<file path="config.mk">
export PLATFORM = sky130hd
export DESIGN_NAME = shiftreg_ctrl
export DESIGN_NICKNAME = d
export VERILOG_FILES = /design/src/rtl/shiftreg_ctrl_pkg.sv /design/src/rtl/shiftreg_ctrl_shift_reg_core.sv /design/src/rtl/shiftreg_ctrl.sv
export SDC_FILE = /design/constraint.sdc
export NUM_CORES = 1
export LEC_CHECK = 0
export BUFFER_PORTS_ARGS = -buffer_cell sky130_fd_sc_hd__buf_4
export CORE_UTILIZATION = 49
export CTS_CLUSTER_DIAMETER = 80
export DETAILED_ROUTE_END_ITERATION = 6
export HOLD_SLACK_MARGIN = 0.05
export PLACE_DENSITY = 0.78
export SYNTH_ARGS = -nofsm -noshare
export SYNTH_HDL_FRONTEND = slang
export SYNTH_HIERARCHICAL = 1
export SYNTH_SLANG_ARGS = --single-unit
</file>
<file path="constraint.sdc">
create_clock -name clk -period 2.3 [get_ports clk]
set_input_delay 0.46 -clock clk [delete_from_list [all_inputs] [get_ports clk]]
set_output_delay 0.46 -clock clk [all_outputs]
set_load 0.01 [all_outputs]
</file>
<file path="src/rtl/shiftreg_ctrl_pkg.sv">
// Shared types and defaults for the shift-register controller.
package shiftreg_ctrl_pkg;

   localparam int unsigned DefaultWidth = 8;

   typedef enum logic [1:0] {
      StIdle  = 2'd0,
      StShift = 2'd1,
      StDone  = 2'd2
   } state_e;

endpackage

</file>
<file path="src/rtl/shiftreg_ctrl_shift_reg_core.sv">
// Parallel-load bidirectional shift register; reset beats load, load beats shift.
module shift_reg_core
   import shiftreg_ctrl_pkg::*;
#(
   parameter int unsigned WIDTH = DefaultWidth
) (
   input  logic             clk,
   input  logic             reset,
   input  logic             load,
   input  logic             shift,
   input  logic             dir,
   input  logic [WIDTH-1:0] din,
   input  logic             ser_in,
   output logic [WIDTH-1:0] q
);

   logic [WIDTH-1:0] q_q;

   always_ff @(posedge clk) begin
      if (reset) begin
         q_q <= '0;
      end else if (load) begin
         q_q <= din;
      end else if (shift) begin
         // dir=1 moves bits towards the MSB, dir=0 towards the LSB
         q_q <= dir ? {q_q[WIDTH-2:0], ser_in} : {ser_in, q_q[WIDTH-1:1]};
      end
   end

   assign q = q_q;

endmodule

</file>
<file path="src/rtl/shiftreg_ctrl.sv">
// Command-driven serialiser: loads a word, shifts it out eff_len times, then pulses done.
module shiftreg_ctrl
   import shiftreg_ctrl_pkg::*;
#(
   parameter int unsigned WIDTH = DefaultWidth
) (
   input  logic                       clk,
   input  logic                       reset,
   input  logic                       cmd_valid,
   output logic                       cmd_ready,
   input  logic                       cmd_dir,
   input  logic [WIDTH-1:0]           cmd_data,
   input  logic [$clog2(WIDTH+1)-1:0] cmd_len,
   input  logic                       abort,
   input  logic                       ser_in,
   output logic                       ser_out,
   output logic                       shift_en,
   output logic                       busy,
   output logic                       done,
   output logic [WIDTH-1:0]           rsp_data
);

   localparam int unsigned LenW = $clog2(WIDTH + 1);
   localparam logic [LenW-1:0] MaxLen = LenW'(WIDTH);
   localparam logic [LenW-1:0] OneLen = LenW'(1);

   state_e          state_q, state_d;
   logic [LenW-1:0] cnt_q, cnt_d;
   logic            dir_q, dir_d;
   logic [LenW-1:0] eff_len;
   logic            load, shift;
   logic [WIDTH-1:0] q;

   assign eff_len = (cmd_len > MaxLen) ? MaxLen : cmd_len;

   shift_reg_core #(
      .WIDTH (WIDTH)
   ) u_core (
      .clk    (clk),
      .reset  (reset),
      .load   (load),
      .shift  (shift),
      .dir    (dir_q),
      .din    (cmd_data),
      .ser_in (ser_in),
      .q      (q)
   );

   always_ff @(posedge clk) begin
      if (reset) begin
         state_q <= StIdle;
         cnt_q   <= '0;
         dir_q   <= 1'b0;
      end else begin
         state_q <= state_d;
         cnt_q   <= cnt_d;
         dir_q   <= dir_d;
      end
   end

   always_comb begin
      state_d   = state_q;
      cnt_d     = cnt_q;
      dir_d     = dir_q;
      load      = 1'b0;
      shift     = 1'b0;
      cmd_ready = 1'b0;
      busy      = 1'b1;
      done      = 1'b0;
      shift_en  = 1'b0;
      ser_out   = 1'b0;

      unique case (state_q)
         StIdle: begin
            busy      = 1'b0;
            cmd_ready = 1'b1;
            if (cmd_valid) begin
               load    = 1'b1;
               cnt_d   = eff_len;
               dir_d   = cmd_dir;
               state_d = (eff_len != '0) ? StShift : StDone;
            end
         end
         StShift: begin
            ser_out = dir_q ? q[WIDTH-1] : q[0];
            // An abort suppresses this edge's shift and leaves the register as-is
            if (abort) begin
               state_d = StIdle;
            end else begin
               shift    = 1'b1;
               shift_en = 1'b1;
               cnt_d    = cnt_q - OneLen;
               if (cnt_q == OneLen) begin
                  state_d = StDone;
               end
            end
         end
         StDone: begin
            done    = 1'b1;
            state_d = StIdle;
         end
         default: begin
            state_d = StIdle;
         end
      endcase

      if (reset) begin
         load      = 1'b0;
         shift     = 1'b0;
         cmd_ready = 1'b0;
         busy      = 1'b0;
         done      = 1'b0;
         shift_en  = 1'b0;
         ser_out   = 1'b0;
      end
   end

   assign rsp_data = q;

endmodule

</file>
==> impl_metrics.tcl <==
set metrics [dict create \
    vias_per_cell 5.72 \
    core_area_um2 1760 \
    ys.warnings.count 6 \
    cts_htree_levels 1 \
    yosysMostFrequentCell "dfxtp_1" \
    die_area_um2 2080 \
    power.density_nw_per_um2 520 \
    cts_resized 0 \
    worst_pin_slew_ns 0.491 \
    wl_mm 2.25 \
    max_cap_violations 0 \
    hold_buffers 0 \
    max-vdd-ir-drop_mv 0.280 \
    final-hold-violation-count 0 \
    finalMaxSlewViolations 0 \
    r2r-end "u_core/q[0]" \
    drive_gt1_share_pct 37.1 \
    synth_flop_cell "dfxtp_1" \
    synth_edf_count 0 \
    synthesis.nets 120 \
    num_antenna_cells 0 \
    cts_tree "done" \
    vias 898 \
    synth_top_area_cell "dfxtp_1" \
    fp.dieW_um 45.6 \
    netlist.area_leader.share_pct 32.2 \
    track_usage_pct 23.2 \
    outcome "finished, final reports clean" \
    worstPathArrival_ns 1.40 \
    reg2reg_from "state_q[0]" \
    critPathCaptureType "primary output" \
    critical_path.max_fanout 10 \
    avgRoutedWirePerCell_um 14.3 \
    hold_start "reset" \
    clk_latency_ns 0.28 \
    io_pins 31 \
    total_power_w 0.000624 \
    rows 15 \
    port_buffers 30 \
    avgSynthCellArea_um2 9.33 \
    area_growth_pct 28.6 \
    relSlewSlack_pct 67.3 \
    remaining_drc_errors 0 \
    antenna_left 0 \
    grt_pass1_vias 739 \
    grt_max_degree 23 \
    grt_setup_unrepaired "no" \
    gp_congestion 0.771 \
    ys_seq_elements 15 \
    fin_setup_tns_ns 0 \
    clockBufferDepth 2 \
    nets 153 \
    hold_class "input port to flop" \
    ys_types 35 \
    r2r_setup_slack_ns 0.50 \
    clk_pin_slew_ns 0.10 \
    clock-root-buffer "clkbuf_4" \
    ys_top_cells_by_count "dfxtp_1 (15), mux2i_1 (10), nand2_1 (9)" \
    worstHoldEndpoint "dir_q" \
    yosysSeqAreaShare_pct 32.2 \
    grt_pass1_wl_mm 3.51 \
    cp.required_ns 1.84 \
    drt_iter0_markers 29 \
    start_util_pct 52.9 \
    skew_ns 0.00284 \
    start_kind "flop" \
    min_period_ns 1.86 \
    hpwlAfterDp_mm 1.62 \
    max_freq_mhz 537 \
    worstSetupPathType "flop to primary output" \
    p_leak_nw 0.475 \
    post_cts_buffers 0 \
    first_pass_iters 4 \
    finalCritPeriodShare_pct 81.0 \
    syn_inst 100 \
    setup_viol 0 \
    antenna_found_initial 0 \
    overflow 0 \
    synthesis.area_um2 933 \
    clock_sinks 15 \
    cts_inserted_buffers 3 \
    hold_depth 2 \
    synthArstFlopShare_pct 0 \
    synth_area_leaders "dfxtp_1 (32%), mux2i_1 (11%), o221ai_1 (4.7%), or4b_1 (4.3%), or4b_2 (4.3%)" \
    worstRegToRegCells 4 \
    die_h_um 45.6 \
]
## routing by layer
layer / track usage [%] / vias to the layer above / part of all wire [%]
li1: - / 450 / -
met1: 34.9 / 430 / 50
met2: 33.4 / 16 / 47
met3: 3.57 / 2 / 3.0
met4: 7.27 / 0 / 0.58
met5: 0 / - / 0
## power by group
part / internal [W] / switching (W)
Sequential: 0.000279 / 0.0000212
Combinational: 0.0000876 / 0.0000810
Clock: 0.0000644 / 0.0000901
Total: 0.000431 / 0.000192
## cell type report
cell class / count / area, µm²
sequential: 15 / 300
clock inverter: 1 / 5.00
fill: 164 / 564
multi-input combinational: 76 / 574
inverter: 3 / 11.3
tap: 25 / 31.3
timing repair buffer: 34 / 255
clock buffer: 3 / 22.5
## worst max-delay path by stage
stage / slack, ns / from / endpoint
2_1_floorplan: 0.27 / reset / u_core/q[6]
3_3_place_gp: 0.41 / reset / u_core/q[7]
3_5_place_dp: 0.34 / reset / u_core/q[3]
4_1_cts: 0.43 / state_q[1] / ser_out
5_1_grt: 0.33 / state_q[0] / u_core/q[3]
6_report: 0.44 / state_q[1] / ser_out
## layout by cell type, fill, tap and decap left out, types with 2 or more instances in the layout
| master | instances |
|---|---|
| nand2_1 | 9 |
| or4b_1 | 4 |
| nor2_1 | 5 |
| dfxtp_1 | 15 |
| buf_4 | 34 |
| nor3_1 | 4 |
| a21oi_1 | 5 |
| clkbuf_4 | 3 |
| mux2i_1 | 10 |
| or4b_2 | 4 |
| nor3b_1 | 4 |
| nand2b_1 | 3 |
| inv_1 | 3 |
| o21ai_0 | 2 |
| ha_1 | 2 |
| o221ai_1 | 5 |
| o221ai_2 | 2 |
## worst max-delay path, cell delays in order (launching register included)
cell and delay (ns):
dfxtp_1 0.39, nand2b_1 0.18, buf_4 0.18, nor3_1 0.21, buf_4 0.16
## state kept, by name, summed over array words and instances (netlist names)
signal and cells:
u_core/q 8, state_q 2, cnt_q 4, dir_q 1
## cell families (layout without fill, tap and decap cells)
kind of cell               Yosys count  in the layout  synth area share [%]
and+or+nand+nor                     43             43                  29.9
AOI/OAI and AO/OA                   21             21                  18.2
DFF                                 15             15                  32.2
muxes                               10             10                  10.7
buffers and inverters                9             41                  6.30
adders and majority gates            2              2                  2.68
## stage by stage
stage | utilization, % | setup slack [ns] | instance area [µm²] | instances | hold slack, ns
after floorplan | - | 0.275 | 933 | 100 | 0.459
after global placement | 66.5 | 0.406 | 1170 | 153 | 0.500
after detailed placement | 66.5 | 0.341 | 1170 | 153 | 0.509
after CTS | 68.0 | 0.432 | 1200 | 157 | 0.380
after global routing | 68.0 | 0.330 | 1200 | 157 | 0.392
final | 68.0 | 0.437 | 1200 | 157 | 0.398
Power figures use the tool's default switching activity.
